--- src/rtl/ps2_host_tx.sv ---
// PS/2 host-to-device transmitter: sends one command byte to a keyboard.
// Sequence: inhibit the clock, drive the start bit, shift 8 data bits, odd
// parity and stop on device falling clock edges, check the ack, then wait
// for both lines to return idle.
//
// Optional build macro:
//   PS2_HOST_TX_ACK_CHECK_EN - when defined, a high ack at edge 11 turns the
//                              completion into tx_error instead of tx_done.
//
// Ports:
//   CLK100MHz   - system clock
//   reset_n     - asynchronous active-low reset
//   tx_data     - command byte, latched on acceptance
//   tx_valid    - request; accepted when tx_valid & tx_ready
//   tx_ready    - high only while idle
//   tx_done     - one-cycle pulse on successful completion
//   tx_error    - one-cycle pulse on timeout or (optionally) bad ack
//   ps2_clk_in  - PS/2 clock line as seen on the pin
//   ps2_data_in - PS/2 data line as seen on the pin
//   ps2_clk_oe  - 1 pulls the PS/2 clock low
//   ps2_data_oe - 1 pulls the PS/2 data low
module ps2_host_tx #(
    parameter int unsigned INHIBIT_CYCLES = 10000,
    parameter int unsigned TIMEOUT_CYCLES = 2000000
) (
    input  logic       CLK100MHz,
    input  logic       reset_n,
    input  logic [7:0] tx_data,
    input  logic       tx_valid,
    output logic       tx_ready,
    output logic       tx_done,
    output logic       tx_error,
    input  logic       ps2_clk_in,
    input  logic       ps2_data_in,
    output logic       ps2_clk_oe,
    output logic       ps2_data_oe
);

    localparam int unsigned CNT_W   = 22;
    localparam int unsigned FRAME_W = 10;
    localparam int unsigned IDX_W   = 4;

    localparam logic [CNT_W-1:0] INHIBIT_LAST = CNT_W'(INHIBIT_CYCLES - 1);
    localparam logic [CNT_W-1:0] TIMEOUT_LAST = CNT_W'(TIMEOUT_CYCLES - 1);
    // Nine shift-state edges (2..10) follow the edge taken in REQ.
    localparam logic [IDX_W-1:0] LAST_IDX     = IDX_W'(8);

    typedef enum logic [2:0] {
        IDLE,
        INHIBIT,
        REQ,
        SHIFT,
        ACK,
        WAIT_IDLE
    } state_e;

    state_e               state_q, state_d;
    logic [CNT_W-1:0]     cnt_q, cnt_d;
    logic [FRAME_W-1:0]   frame_q, frame_d;
    logic [IDX_W-1:0]     idx_q, idx_d;
    logic                 ack_bad_q, ack_bad_d;
    logic [1:0]           clk_sync_q, clk_sync_d;
    logic [1:0]           data_sync_q, data_sync_d;
    logic                 clk_prev_q, clk_prev_d;
    logic                 clk_oe_q, clk_oe_d;
    logic                 data_oe_q, data_oe_d;
    logic                 ready_q, ready_d;
    logic                 done_q, done_d;
    logic                 error_q, error_d;

    logic                 clk_s_c;
    logic                 data_s_c;
    logic                 clk_fall_c;
    logic                 abort_c;

    assign clk_s_c    = clk_sync_q[1];
    assign data_s_c   = data_sync_q[1];
    assign clk_fall_c = clk_prev_q & ~clk_s_c;

    // Next-state, datapath and output decode.
    always_comb begin
        state_d     = state_q;
        cnt_d       = cnt_q;
        frame_d     = frame_q;
        idx_d       = idx_q;
        ack_bad_d   = ack_bad_q;
        clk_sync_d  = {clk_sync_q[0], ps2_clk_in};
        data_sync_d = {data_sync_q[0], ps2_data_in};
        clk_prev_d  = clk_s_c;
        clk_oe_d    = 1'b0;
        data_oe_d   = data_oe_q;
        done_d      = 1'b0;
        error_d     = 1'b0;
        abort_c     = 1'b0;

        case (state_q)
            IDLE: begin
                data_oe_d = 1'b0;
                if (tx_valid && ready_q) begin
                    // Frame is shifted out LSB first: data, odd parity, stop.
                    frame_d   = {1'b1, ~^tx_data, tx_data};
                    cnt_d     = '0;
                    ack_bad_d = 1'b0;
                    clk_oe_d  = 1'b1;
                    state_d   = INHIBIT;
                end
            end
            INHIBIT: begin
                if (cnt_q == INHIBIT_LAST) begin
                    data_oe_d = 1'b1;
                    cnt_d     = '0;
                    state_d   = REQ;
                end else begin
                    clk_oe_d = 1'b1;
                    cnt_d    = cnt_q + CNT_W'(1);
                end
            end
            REQ: begin
                if (clk_fall_c) begin
                    data_oe_d = ~frame_q[0];
                    frame_d   = {1'b0, frame_q[FRAME_W-1:1]};
                    idx_d     = '0;
                    cnt_d     = '0;
                    state_d   = SHIFT;
                end else if (cnt_q == TIMEOUT_LAST) begin
                    abort_c = 1'b1;
                end else begin
                    cnt_d = cnt_q + CNT_W'(1);
                end
            end
            SHIFT: begin
                if (clk_fall_c) begin
                    data_oe_d = ~frame_q[0];
                    frame_d   = {1'b0, frame_q[FRAME_W-1:1]};
                    idx_d     = idx_q + IDX_W'(1);
                    cnt_d     = '0;
                    if (idx_q == LAST_IDX) begin
                        state_d = ACK;
                    end
                end else if (cnt_q == TIMEOUT_LAST) begin
                    abort_c = 1'b1;
                end else begin
                    cnt_d = cnt_q + CNT_W'(1);
                end
            end
            ACK: begin
                if (clk_fall_c) begin
`ifdef PS2_HOST_TX_ACK_CHECK_EN
                    ack_bad_d = data_s_c;
`else
                    ack_bad_d = 1'b0;
`endif
                    cnt_d     = '0;
                    state_d   = WAIT_IDLE;
                end else if (cnt_q == TIMEOUT_LAST) begin
                    abort_c = 1'b1;
                end else begin
                    cnt_d = cnt_q + CNT_W'(1);
                end
            end
            WAIT_IDLE: begin
                if (clk_s_c && data_s_c) begin
                    done_d  = ~ack_bad_q;
                    error_d = ack_bad_q;
                    cnt_d   = '0;
                    state_d = IDLE;
                end else if (cnt_q == TIMEOUT_LAST) begin
                    abort_c = 1'b1;
                end else begin
                    cnt_d = cnt_q + CNT_W'(1);
                end
            end
            default: begin
                state_d = IDLE;
            end
        endcase

        // Device stopped responding: release the bus and report.
        if (abort_c) begin
            state_d   = IDLE;
            clk_oe_d  = 1'b0;
            data_oe_d = 1'b0;
            done_d    = 1'b0;
            error_d   = 1'b1;
            cnt_d     = '0;
        end

        ready_d = (state_d == IDLE);
    end

    // State and output registers.
    always_ff @(posedge CLK100MHz or negedge reset_n) begin
        if (!reset_n) begin
            state_q     <= IDLE;
            cnt_q       <= '0;
            frame_q     <= '0;
            idx_q       <= '0;
            ack_bad_q   <= 1'b0;
            clk_sync_q  <= 2'b11;
            data_sync_q <= 2'b11;
            clk_prev_q  <= 1'b1;
            clk_oe_q    <= 1'b0;
            data_oe_q   <= 1'b0;
            ready_q     <= 1'b0;
            done_q      <= 1'b0;
            error_q     <= 1'b0;
        end else begin
            state_q     <= state_d;
            cnt_q       <= cnt_d;
            frame_q     <= frame_d;
            idx_q       <= idx_d;
            ack_bad_q   <= ack_bad_d;
            clk_sync_q  <= clk_sync_d;
            data_sync_q <= data_sync_d;
            clk_prev_q  <= clk_prev_d;
            clk_oe_q    <= clk_oe_d;
            data_oe_q   <= data_oe_d;
            ready_q     <= ready_d;
            done_q      <= done_d;
            error_q     <= error_d;
        end
    end

    assign tx_ready    = ready_q;
    assign tx_done     = done_q;
    assign tx_error    = error_q;
    assign ps2_clk_oe  = clk_oe_q;
    assign ps2_data_oe = data_oe_q;

endmodule
--- config.mk ---
export PLATFORM = sky130hd
export DESIGN_NAME = ps2_host_tx
export DESIGN_NICKNAME = d
export VERILOG_FILES = /design/src/rtl/ps2_host_tx.sv
export SDC_FILE = /design/constraint.sdc
export NUM_CORES = 1
export LEC_CHECK = 0
export CAP_MARGIN = 30
export CORE_UTILIZATION = 58
export DETAILED_ROUTE_END_ITERATION = 10
export PLACE_DENSITY = 0.78
export SLEW_MARGIN = 20
export SYNTH_ARGS = -nofsm -noshare
export SYNTH_HDL_FRONTEND = slang
export SYNTH_SLANG_ARGS = --single-unit
--- constraint.sdc ---
create_clock -name CLK100MHz -period 2.75 [get_ports CLK100MHz]
set_clock_uncertainty 0.1 [all_clocks]
set_input_delay 0.55 -clock CLK100MHz [delete_from_list [all_inputs] [get_ports CLK100MHz]]
set_output_delay 0.55 -clock CLK100MHz [all_outputs]
set_load 0.02 [all_outputs]
=== Word level (Yosys, flattened, before mapping) ===
Index checks and enable logic that the tools add are counted.

* Latch bits: 0
* Word-level logic and storage cells: 95
* Flip-flop bits (word level): 50
* Memory bits (read-only): 0
* Memories kept: 0
* Memory bits (writable): 0

* Div/mod/pow operators: 0
* Equal/unequal tests: 16
* Shift-type cells: 0
* Multipliers: 0
* Reduce and logical (&&, ||, !) cells: 17
* Bitwise gates (word level): 4
* $lt $le $gt $ge: 0
* Add/sub/neg operators: 2
* Multiplexer cells: 43

{| class="wikitable"
|+ Operators by type and width
! cell !! number
|-
| 22-bit two-way mux || 6
|-
| 22-bit one-hot mux with 4 select lines || 1
|-
| 3-bit two-way mux || 8
|-
| 22-bit by 1-bit adder with 22-bit output, second input constant || 1
|-
| 22-bit by 14-bit == test with 1-bit output, second input constant || 1
|-
| 22-bit by 21-bit == test with 1-bit output, second input constant || 1
|-
| 10-bit two-way mux || 2
|-
| 10-bit one-hot mux with 2 select lines || 1
|-
| 3-bit one-hot mux with 6 select lines || 1
|-
| 1-bit two-way mux || 17
|-
| 3-bit AND reduction || 4
|-
| 4-bit two-way mux || 2
|-
| 2-bit != test, second input constant || 4
|-
| 4-bit one-hot mux with 2 select lines || 1
|-
| 8-bit XNOR reduction || 1
|-
| 3-bit by 2-bit == test with 1-bit output, second input constant || 2
|-
| 3-bit == test, second input constant || 2
|-
| 3-bit logical NOT || 2
|-
| 3-bit != test, second input constant || 2
|-
| 1-bit one-hot mux with 2 select lines || 3
|-
| 2-bit nonzero test || 3
|-
| 5-bit nonzero test || 1
|-
| 4-bit by 1-bit adder with 4-bit output, second input constant || 1
|-
| 4-bit == test, second input constant || 1
|-
| 11 further kinds || 14
|}

=== Logic depth before layout (Yosys ltp) ===
* Depth in word-level cells: 6
* Mapped depth: 9
* Gate-level depth less buffers: 8

=== Worst setup path before layout ===
No wires, ideal clock.

* Kind: register to register
* Start: register cnt_q[5]
* End: register cnt_q[15]
* Data arrival time: 2273 ps
* Required time: 2529 ps
* Cell stages (with the launch flop): 8
* Period minus slack after synthesis: 2494 ps
* Slack: 256 ps
* Cell sequence: dfrtp_1 -> or4_1 -> or4_4 -> o31ai_4 -> a21oi_2 -> buf_6 -> a21o_1 -> a22o_1

* Longest elaborated chain between the ends: 6

{| class="wikitable"
|+ Ends and longest elaborated chain
! item !! line !! text
|-
| start, declared || 58 || <nowiki>logic [CNT_W-1:0] cnt_q, cnt_d;</nowiki>
|-
| start signal, assigned || 209 || <nowiki>cnt_q <= cnt_d;</nowiki>
|-
| parallel branches: the longest is 6 deep, another holds 22-bit by 1-bit adder with 22-bit output || - ||
|}

Several ways; the timed one is not identified.
A chain may end at the register's enable or synchronous reset.

=== Final worst setup path ===
* Start: register cnt_q[18]
* End: register cnt_q[13]

* Longest elaborated chain between the ends: 6

{| class="wikitable"
|+ Ends and longest elaborated chain
! item !! line !! text
|-
| 22-bit by 21-bit == test with 1-bit output || - ||
|-
| 1-bit two-way mux || - ||
|-
| 1-bit two-way mux (on tied branches) || 162, 147 ||
|-
| 1-bit one-hot mux with 2 select lines || 96 || <nowiki>case (state_q)</nowiki>
|-
| 3-bit != test (no source line) / 5-bit nonzero test (equally long branches) || - ||
|-
| 2-bit AND reduction (no source line) || - ||
|}

Several ways; a longest one is shown, not always the timed one.

==> metrics.txt <==
hold_buf cts=0; Clock Pin Slew Worst Setup and Hold Paths=90 ps; Post-synth EDFFs=0; area share of the largest cell type after synthesis=0.426; initial antenna violation count=0; Via Count=2072; DIE HEIGHT=68.8 µm; detailed placer's ending HPWL=3.64 mm; max_cap viols=0; worst slew pin tran=between 300 and 400 ps; GPL Wtd Cong=roughly 0.85; asr flop ratio synth=1.00; CTS HTree Levels=2; clock sinks=49; leading area contributor after synthesis=dfrtp_1; final worst path period share=0.952; VDD IR max=0.487 mV; Skew-Pair Late Insertion Delay=310 ps; clk root buf=clkbuf_8; sw frac=0.299; Final Hold Slack=104 ps; Setup TNS Final=0 ps; Crit Path Max Fanout=10; Wirelength per Cell=between 15 and 20 µm; Post-Syn Nets=284; crit start category=register; Post-Place Cells=331; Seq/Total Area, Yosys=0.477; routed vias/inst=6.11; DRC violation count after routing=0; r2r startpoint=cnt_q[18]$_DFFE_PN0P_; Combinational Power Share=0.249; Power Dens Cells=between 600 and 700 nW/µm²; normalized max-slew margin=0.733; ranking of synthesized cells by area=dfrtp_1 43%, dfstp_2 5.1%, a21oi_1 4.3%; vias in the first global route=between 1500 and 2000; yosys warns=0; crit path capture type=register; grt ovf=0; Worst Setup SP=cnt_q[18]$_DFFE_PN0P_; worst min path class=primary input to async pin; Post-synth top flop=dfrtp_1; Ports=18; Yosys reg bits=49; final antenna diode count=0; RSZ-0062 raised after global routing=no; filler cell count in the final layout=approximately 320; Int Power=1460 µW; starting density of the core=0.624; final hold vios=0; switching pwr=a little over 600 µW; multi-input logic area=1280 µm²; Max Clock Freq=approximately 380 MHz; Syn Std Cell Area=about 2600 µm²; largest net degree at the start of global routing=50; fin crit period=2620 ps; Inserted Clock Buffers=5; nets=304; WL final=5.28 mm; P&R area growth vs syn=14.9%; core area=4140 µm²; Initial DRT Pass Iterations=4; ANT nets after route=0; die area=about 4700 µm²; most frequent cells in the layout=44 x dfrtp_1, 28 x nor2_1, 25 x nand2_1; CP required=approximately 2900 ps; Avg Cell Area, Syn=9.65 µm²; first-pass GRT wire length=9.11 mm; max-slew violation count=0; register area=between 1000 and 1500 µm²; Worst EP arrival=2720 ps; Yosys cell types=51; final non-filler cell total=about 340; number of buffers added for setup after CTS=0; most common cell after layout, fill and taps aside=dfrtp_1; layout cells sized above 1=0.100; Port Buf Inserts=17; Rows=23; post-synthesis cell count=268; # setup viols final=0; TritonCTS clock tree=yes; status=finished clean; Overall Power=2080 µW; critical path class=register to register; CTS max path bufs=2; leak pwr=0.00124 µW; Die Span X=68.8 µm; Overall Global Routing Usage=0.264; DRT iter0 DRCs=180; clock power share=0.292; PostCTS Resize Cnt=0; sequential power share=0.459
==> logic make-up (layout without fill, tap and decap cells) <==
| kind of cell | after synthesis | in the layout | synth area share |
|---|---|---|---|
| AO/OA/AOI/OAI | 71 | 71 | 0.189 |
| flip-flops | 49 | 49 | 0.477 |
| AND/OR/NAND/NOR | 107 | 107 | 0.212 |
| buffers and inverters | 16 | 37 | 0.0271 |
| adder cells (fa/ha/maj) | 3 | 3 | 0.0145 |
| multiplexers | 12 | 12 | 0.0469 |
| XOR/XNOR | 10 | 10 | 0.0339 |
==> flip-flops by register name, summed over array words and instances, names as in the netlist <==
register     cells
cnt_q           22
frame_q         10
idx_q            4
state_q          3
clk_sync_q       2
data_sync_q      2
clk_prev_q       1
ps2_clk_oe       1
ps2_data_oe      1
tx_done          1
tx_error         1
tx_ready         1
==> cell type report <==
type / instances / share of cell area
clock inverters: 3 / 0.0219
inverters: 2 / 0.00253
flip-flops and latches: 49 / 0.415
repair buffers: 27 / 0.0850
well taps: 50 / 0.0210
clock buffers: 5 / 0.0231
multi-input cells: 203 / 0.432
==> cell usage after synthesis, drive strengths merged (5+ instances only) <==
master and instances:
nor2b 6, xnor2 8, nand3 14, dfrtp 44, clkbuf 10, mux2i 11
a21o 5, a22o 10, a21oi 23, dfstp 5, and3 10, nand2 25
o21ai 11, nor2 28
==> power groups by stage <==
stage | clock [µW] | sequential, µW | combinational, µW
after CTS | 616 | 953 | 521
after detailed placement | 0 | 966 | 518
after global routing | 641 | 974 | 583
after floorplan | 0 | 954 | 347
final | 607 | 953 | 518
after global placement | 0 | 959 | 503
==> worst paths after layout <==
check,endpoint,slack (ps),depth (start not counted)
worst min register to register,clk_sync_q[1]$_DFF_PN1_,260,0
worst max register to register,cnt_q[13]$_DFFE_PN0P_,130,7
worst min-delay path,idx_q[1]$_DFFE_PN0P_,100,2
min in group CLK100MHz,clk_sync_q[1]$_DFF_PN1_,260,0
max in group asynchronous,clk_sync_q[0]$_DFF_PN1_,2160,2
worst max-delay path,cnt_q[13]$_DFFE_PN0P_,130,7
==> per-layer routing <==
| layer | GRT usage | wire (µm) |
|---|---|---|
| met5 | 0 | 0 |
| met4 | 0.102 | 74 |
| met3 | 0.0411 | 207 |
| met2 | 0.418 | 2470 |
| met1 | 0.362 | 2530 |
==> stage by stage <==
stage,instance area (µm²),setup WS [ps],utilization
final,2970,132,0.717
after global routing,2970,20.6,0.717
after CTS,2970,132,0.717
after detailed placement,2840,161,0.685
after global placement,2840,219,0.685
after floorplan,2590,256,-
==> critical path, stage by stage, from the launching register on <==
cell,delay [ps]
dfrtp_1,420
or4_1,520
or4_4,530
o31ai_4,220
a21oi_2,110
buf_4,180
and3_1,170
a221o_1,250
Note: power is estimated with default switching activity, not from simulation.
